<file path="src/rtl/f_pc_reg.sv">
// Fetch-stage PC register: latches decode npc, tracks delay-slot flag, flags AdEL on illegal fetch.
// Optional F_PC_FETCH_CNT_EN adds a 32-bit count of advancing (non-stalled) cycles on fetch_cnt.
module f_pc_reg #(
  parameter logic [31:0] RESET_PC   = 32'h0000_3000,
  parameter logic [31:0] HANDLER_PC = 32'h0000_4180,
  parameter logic [31:0] IM_BASE    = 32'h0000_3000,
  parameter logic [31:0] IM_END     = 32'h0000_6ffc
) (
  input  logic        clk,
  input  logic        reset,
  input  logic [31:0] npc,
  input  logic        stall,
  input  logic        req,
  input  logic        D_is_jump,
  input  logic [31:0] F_instr_raw,
  output logic [31:0] F_pc,
  output logic        F_BD,
  output logic [31:0] F_instr,
  output logic        F_exc,
  output logic [4:0]  F_exc_code
`ifdef F_PC_FETCH_CNT_EN
  ,
  output logic [31:0] fetch_cnt
`endif
);

  logic [31:0] pc_q, pc_d;
  logic        bd_q, bd_d;
  logic        en;

  // npc already carries HANDLER_PC on req; the value is kept only as documentation.
  logic handler_pc_unused;
  assign handler_pc_unused = ^HANDLER_PC;

  assign en = req | ~stall;

  always_comb begin
    pc_d = pc_q;
    bd_d = bd_q;
    if (en) begin
      pc_d = npc;
      bd_d = req ? 1'b0 : D_is_jump;
    end
  end

  always_ff @(posedge clk) begin
    if (reset) begin
      pc_q <= RESET_PC;
      bd_q <= 1'b0;
    end else begin
      pc_q <= pc_d;
      bd_q <= bd_d;
    end
  end

  assign F_pc = pc_q;
  assign F_BD = bd_q;

  always_comb begin
    F_exc      = (pc_q[1:0] != 2'b00) | (pc_q < IM_BASE) | (pc_q > IM_END);
    F_instr    = F_exc ? 32'h0 : F_instr_raw;
    F_exc_code = F_exc ? 5'd4 : 5'd0;
  end

`ifdef F_PC_FETCH_CNT_EN
  logic [31:0] cnt_q, cnt_d;

  always_comb begin
    cnt_d = cnt_q;
    if (en) cnt_d = cnt_q + 32'd1;
  end

  always_ff @(posedge clk) begin
    if (reset) cnt_q <= 32'd0;
    else       cnt_q <= cnt_d;
  end

  assign fetch_cnt = cnt_q;
`endif

endmodule

</file>
<file path="config.mk">
export PLATFORM = sky130hd
export DESIGN_NAME = f_pc_reg
export DESIGN_NICKNAME = d
export VERILOG_FILES = /design/src/rtl/f_pc_reg.sv
export SDC_FILE = /design/constraint.sdc
export NUM_CORES = 1
export LEC_CHECK = 0
export ABC_AREA = 1
export ABC_CLOCK_PERIOD_IN_PS = 1400
export CORE_MARGIN = 2
export CORE_UTILIZATION = 45
export CTS_CLUSTER_SIZE = 24
export DETAILED_ROUTE_END_ITERATION = 10
export DONT_BUFFER_PORTS = 1
export HOLD_SLACK_MARGIN = 0.15
export SLEW_MARGIN = 20
export SYNTH_ARGS = -nofsm -noshare
export SYNTH_HDL_FRONTEND = slang
export SYNTH_SLANG_ARGS = --single-unit
</file>
<file path="constraint.sdc">
create_clock -name clk -period 1.4 [get_ports clk]
set_clock_uncertainty 0.2 [all_clocks]
set_input_delay 0.28 -clock clk [delete_from_list [all_inputs] [get_ports clk]]
set_output_delay 0.28 -clock clk [all_outputs]
set_load 0.03 [all_outputs]
</file>
==> metrics.md, run 1 <==
| Metric | Value |
|---|---|
| Outcome | `finished with violations` |
| Failing checks | `negative setup slack` |
| Worst R2R Setup Slack | `320 ps` |
| Top post-synthesis cells by area | `dfxtp_1, nor3_2, nor2_1` |
| Pwr Density | `762 nW/um^2` |
| Sequential-to-total area share from yosys stat | `36.8%` |
| Syn_area_per_cell | `7.38 um^2` |
| Worst setup path class | `register to output port` |
| Hold violation count in the final report | `0` |
| Iteration-0 DRC Markers | `127` |
| Critical R2R Capture | `F_pc[0]` |
| Gr ovfl total | `0` |
| Worst setup EP type | `output port` |
| Crit path time final | `2140 ps` |
| Placer Congestion | `0.676` |
| Die X-Extent | `67.1 um` |
| Final worst slack | `-736 ps` |
| Nets | `420` |
| Starting Density | `47.9%` |
| Finished Layout Cells | `400` |
| CTS sink count | `33` |
| Net Sw Power | `886 uW` |
| Combinational share of power | `30.3%` |
| Reg area | `706 um^2` |
| Buffers on Ports | `0` |
| Die Ht | `67.1 um` |
| Via count | `2083` |
| Post-synth EDFFs | `0` |
| Post-DP HPWL | `3690 um` |
| Wire length per cell | `18.2 um` |
| Routed vias/inst | `5.21` |
| Startpoint types | `register` |
| CTS Buf Count | `5` |
| Hold Crit Start | `req` |
| DIE AREA | `4510 um^2` |
| Clock Path Buffers | `2` |
| Worst r2r path cells | `4` |
| CTS tree | `yes` |
| Drt first pass iters | `6` |
| Root Buffer | `clkbuf_8` |
| Syn-to-layout area delta | `91.6%` |
| Drt drc | `0` |
| Reg clk slew, reported paths | `70 ps` |
| Max Transition Viols Final | `0` |
| Most instantiated cells after synthesis | `nor2_1, inv_1, dfxtp_1, nor3_2, o21ai_0` |
| Most frequent cell after synthesis | `nor2_1` |
| Total chip power | `2620 uW` |
| Min-delay worst type | `primary input to register` |
| Final Setup Violations | `34` |
| Leakage power | `0.00173 uW` |
| FF+latch count, synth | `33` |
| RSZ-0062 raised after global routing | `yes` |
| Most common flop cell mapped by yosys | `dfxtp_1` |
| Syn Std Cell Area | `1790 um^2` |
| Crit path required time | `920 ps` |
| Sw frac | `33.9%` |
| Global-route wire length before repair | `8380 um` |
| Post-synth top area share | `36.8%` |
| Area occupied by multi-input gates | `1090 um^2` |
| Leading area contributor after synthesis | `dfxtp_1` |
| Synth unique cells | `21` |
| Yosys Warn Count | `0` |
| Layout cells sized above 1 | `45.5%` |
| Period Utilization, post-route | `153%` |
| Core area | `3740 um^2` |
| Vias in the first global route | `1902` |
| Worst hold stages | `2` |
| Syn Inst Count | `243` |
| Pin count of the biggest net entering global routing | `36` |
| Clock Latency Late Sink | `280 ps` |
| Ports | `140` |
| Rows | `22` |
| Post-DRT Antenna Nets | `0` |
| H-tree level count | `2` |
| Max Cap Viol | `0` |
| Reg-to-Reg Start | `F_pc[0]` |
| Flop pwr share | `42.1%` |
| Gr usage total | `24.8%` |
| Maximum vdd drop | `0.989 mV` |
| Crit path DAT | `1660 ps` |
| Fmax | `468 MHz` |
| Diodes inserted | `0` |
| Inst Count DP | `341` |
| WHS Endpoint | `F_BD` |
| Share of total power in the clock network | `27.6%` |
| Crit Path Max Fanout | `9` |
| Async SR Flop Fraction | `0%` |
| Fill count | `145` |
| Initial antenna violation count | `0` |
| Total wire length | `7290 um` |
| Internal power | `1730 uW` |
-- worst max-delay path by stage --
stage | startpoint | end | slack, ps | cells after the start
after floorplan | F_pc[0] | F_instr[11] | -340 | 6
after detailed placement | F_pc[18] | F_instr[25] | -370 | 7
final | F_pc[26] | F_instr[23] | -740 | 7
after global routing | F_pc[26] | F_instr[17] | -840 | 7
after CTS | F_pc[0] | F_instr[18] | -660 | 7
after global placement | F_pc[18] | F_instr[25] | -350 | 7
-- metal layers --
metal	global-route usage, %	share of wire [%]	vias up
met5	0	0	-
met4	11.2	3.0	0
met3	7.43	7.6	25
met2	48.5	57	126
met1	23.3	33	963
li1	-	-	969
-- flip-flops by register name, summed over array words and instances (netlist names) --
register / count
F_pc: 32
F_BD: 1
-- cell type report --
cell class / count / share of cell area [%]
Multi-Input combinational cell: 155 / 31.9
Sequential cell: 33 / 20.5
Inverter: 38 / 4.52
Clock buffer: 8 / 2.62
Tap cell: 48 / 1.75
Timing Repair inverter: 1 / 0.255
Timing Repair Buffer: 117 / 38.5
-- per-stage QoR --
| stage | TNS (ps) | utilization [%] | hold WS, ps | cell area (um^2) | worst slack, ps |
|---|---|---|---|---|---|
| after global routing | -25780 | 91.8 | 215 | 3440 | -841 |
| final | -23430 | 91.8 | 188 | 3440 | -736 |
| after CTS | -24810 | 82.8 | 280 | 3100 | -657 |
| after global placement | -11430 | 67.4 | 156 | 2520 | -346 |
| after detailed placement | -11710 | 67.4 | 158 | 2520 | -366 |
| after floorplan | -10840 | - | 153 | 2070 | -340 |
-- layout by cell type (no fill, tap or decap) --
cell type	count
clkinv_8	1
nand3_4	1
nand2_1	12
dlygate4sd3_1	34
clkbuf_16	6
nor2_1	56
a21oi_1	3
nor2_4	2
clkbuf_8	6
or2_4	1
nor3_4	32
buf_6	36
buf_16	2
o21ai_1	1
clkbuf_1	2
nand2_4	1
nor2_2	8
inv_2	4
dfxtp_4	7
buf_12	5
o21ai_0	29
dlymetal6s4s_1	3
buf_4	31
dfxtp_1	11
inv_6	1
conb_1	4
a211oi_1	1
inv_1	33
nand2_2	1
dfxtp_2	15
nand3_1	3
-- power groups by stage --
| stage | Clock, uW | Sequential (uW) | Combinational, uW |
|---|---|---|---|
| floorplan | 0 | 1210 | 343 |
| global placement | 0 | 1110 | 540 |
| detailed placement | 0 | 1110 | 559 |
| CTS | 724 | 1090 | 650 |
| global route | 773 | 1110 | 848 |
| finish | 721 | 1100 | 793 |
-- worst max-delay path: stages, from the launching register on --
cell,delay [ps]
dfxtp_4,340
nor2_1,120
nand2_1,90
nor2_2,160
nand2_4,150
buf_12,200
nor3_4,150
buf_6,160
-- what timing repair did --
action,in CTS,in global routing
gates cloned,1,8
resized for setup,27,36
endpoints found under the hold margin,33,1
buffers inserted,0,5
hold buffers,36,1
pin swaps,1,5
setup endpoints to repair,34,67
-- cells by family (layout without fill, tap and decap cells) --
group / Yosys count / after routing / share of synthesized area [%]
compound gates: 34 / 34 / 9.63
simple gates: 117 / 117 / 36.5
flops: 33 / 33 / 36.8
buf+inv: 58 / 164 / 16.8
other cells: 1 / 4 / 0.209
Power figures use the tool's default switching activity.
==> run 2, diff against run 1 <==
--- a/config.mk
+++ b/config.mk
@@ -6,12 +6,13 @@
 export NUM_CORES = 1
 export LEC_CHECK = 0
 export ABC_AREA = 1
-export ABC_CLOCK_PERIOD_IN_PS = 1400
+export ABC_CLOCK_PERIOD_IN_PS = 2750
 export CORE_MARGIN = 2
 export CORE_UTILIZATION = 45
 export CTS_CLUSTER_SIZE = 24
 export DETAILED_ROUTE_END_ITERATION = 10
 export DONT_BUFFER_PORTS = 1
+export GPL_TIMING_DRIVEN = 0
 export HOLD_SLACK_MARGIN = 0.15
 export SLEW_MARGIN = 20
 export SYNTH_ARGS = -nofsm -noshare
==> constraint.sdc (replaced) <==
create_clock -name clk -period 2.75 [get_ports clk]
set_clock_uncertainty 0.2 [all_clocks]
set_input_delay 0.55 -clock clk [delete_from_list [all_inputs] [get_ports clk]]
set_output_delay 0.55 -clock clk [all_outputs]
set_load 0.03 [all_outputs]
==> metrics.md, run 2 (synthesis results as in run 1) <==
| Metric | Value |
|---|---|
| Vias in the first global route | `1246` |
| Wire length per cell | `14.3 um` |
| Pwr Density | `589 nW/um^2` |
| Max Transition Viols Final | `0` |
| # Post-CTS Setup Buffers | `0` |
| CTS sink count | `33` |
| Total chip power | `1260 uW` |
| Post-DP HPWL | `3220 um` |
| Die Ht | `67.1 um` |
| Placer Congestion | `0.686` |
| Clock Path Buffers | `2` |
| Gr usage total | `17.5%` |
| Sw frac | `31.2%` |
| Layout cells sized above 1 | `23.8%` |
| Finished Layout Cells | `304` |
| H-tree level count | `2` |
| Syn-to-layout area delta | `18.9%` |
| Max reg flops | `32` |
| Commonest non-fill, non-tap cell in the layout | `nor2_1` |
| DIE AREA | `4510 um^2` |
| Crit Path Max Fanout | `6` |
| Period Utilization, post-route | `99.8%` |
| Nets | `324` |
| Iteration-0 DRC Markers | `46` |
| Internal power | `864 uW` |
| CTS Buf Count | `5` |
| Drt first pass iters | `4` |
| Worst setup EP type | `output port` |
| Min-delay worst type | `primary input to register` |
| Total wire length | `4340 um` |
| Reg clk slew, reported paths | `70 ps` |
| Post-DRT Antenna Nets | `0` |
| Ports | `140` |
| Max_slew headroom | `37.9%` |
| Hold violation count in the final report | `0` |
| CTS tree | `yes` |
| Combinational share of power | `14.3%` |
| Worst slew pin tran | `924 ps` |
| Startpoint types | `register` |
| Root Buffer | `clkbuf_8` |
| Outcome | `completed` |
| Final Setup Violations | `0` |
| Net Sw Power | `392 uW` |
| Gr ovfl total | `0` |
| Core area | `3740 um^2` |
| Max Cap Viol | `0` |
| Share of total power in the clock network | `37.1%` |
| Global-route wire length before repair | `5870 um` |
| Crit path required time | `2000 ps` |
| Leakage power | `0.00105 uW` |
| Drt drc | `0` |
| Core Util, Final | `57.0%` |
| Crit path time final | `2740 ps` |
| Routed vias/inst | `5.02` |
| Maximum vdd drop | `0.329 mV` |
| Worst setup path class | `register to output port` |
| Buffers on Ports | `0` |
| Starting Density | `47.9%` |
| Flop pwr share | `48.6%` |
| Pin count of the biggest net entering global routing | `11` |
| Die X-Extent | `67.1 um` |
| Clock Latency Late Sink | `270 ps` |
| Via count | `1526` |
| RSZ-0062 raised after global routing | `yes` |
| Rows | `22` |
| Inst Count DP | `294` |
| Fmax | `364 MHz` |
| Most frequent cells in the layout | `nor2_1, inv_1, dfxtp_1, o21ai_0, nor3_4` |
| Fill count | `367` |
| Crit path DAT | `1990 ps` |
| Diodes inserted | `0` |
| Initial antenna violation count | `0` |
## run 2: final cells by class
class	count	area, um^2	share of cell area (%)
plain buffers	20	159	7.45
multi-input cells	155	973	45.7
well taps	48	60.1	2.82
inverters	38	143	6.69
clock inverters	1	30.0	1.41
repair buffers	2	20.0	0.939
flip-flops and latches	33	661	31.0
clock buffers	7	86.3	4.05
## run 2: through the flow
stage | setup TNS [ps] | hold WS, ps | area [um^2] | setup slack, ps
3_5_place_dp | 0 | 402 | 1860 | 301
4_1_cts | -12.5 | 177 | 2000 | -11.7
3_3_place_gp | 0 | 401 | 1860 | 306
2_1_floorplan | 0 | 380 | 1800 | 458
5_1_grt | -265 | 171 | 2130 | -131
6_report | 0 | 190 | 2130 | 6.07
## run 2: what timing repair did
action	in CTS	in global routing
setup endpoints to repair	2	14
pin swaps	0	0
gates resized for setup	0	21
endpoints found under the hold margin	1	0
hold buffers	2	0
gates cloned	0	0
## run 2: per-layer routing
layer	vias up	part of all wire, %	track usage [%]
met5	-	0	0
met4	0	1.2	6.12
met1	667	34	18.7
met3	6	13	8.45
li1	768	-	-
met2	85	52	29.8
## run 2: worst paths after layout
check / startpoint / endpoint / slack (ps) / cells past startpoint
setup / recovery: F_pc[13] / F_instr[0] / 6 / 4
hold / removal: npc[13] / F_pc[13] / 190 / 2
setup reg to reg: F_BD / F_BD / 1100 / 3
hold reg to reg: F_pc[30] / F_pc[30] / 430 / 2
## run 2: power by group through the flow
stage               registers (uW)  logic (uW)  clock network (uW)
finish                         610         179                 466
global route                   615         201                 501
CTS                            611         157                 478
detailed placement             622         155                   0
global placement               621         152                   0
floorplan                      612         134                   0
## run 2: worst max-delay path: stages (launching register included)
cell and delay [ps]:
dfxtp_1 570, nand2_1 90, nand2_1 90, nand3_2 170
nor3_1 790
==> run 3, diff against run 2 <==
--- a/config.mk
+++ b/config.mk
@@ -12,9 +12,10 @@
 export CTS_CLUSTER_SIZE = 24
 export DETAILED_ROUTE_END_ITERATION = 10
 export DONT_BUFFER_PORTS = 1
+export GPL_ROUTABILITY_DRIVEN = 0
 export GPL_TIMING_DRIVEN = 0
 export HOLD_SLACK_MARGIN = 0.15
-export SLEW_MARGIN = 20
+export SLEW_MARGIN = 15
 export SYNTH_ARGS = -nofsm -noshare
 export SYNTH_HDL_FRONTEND = slang
 export SYNTH_SLANG_ARGS = --single-unit
==> results of run 3 <==
Same layout as run 2: the final DEF is identical, and so are final timing and power.
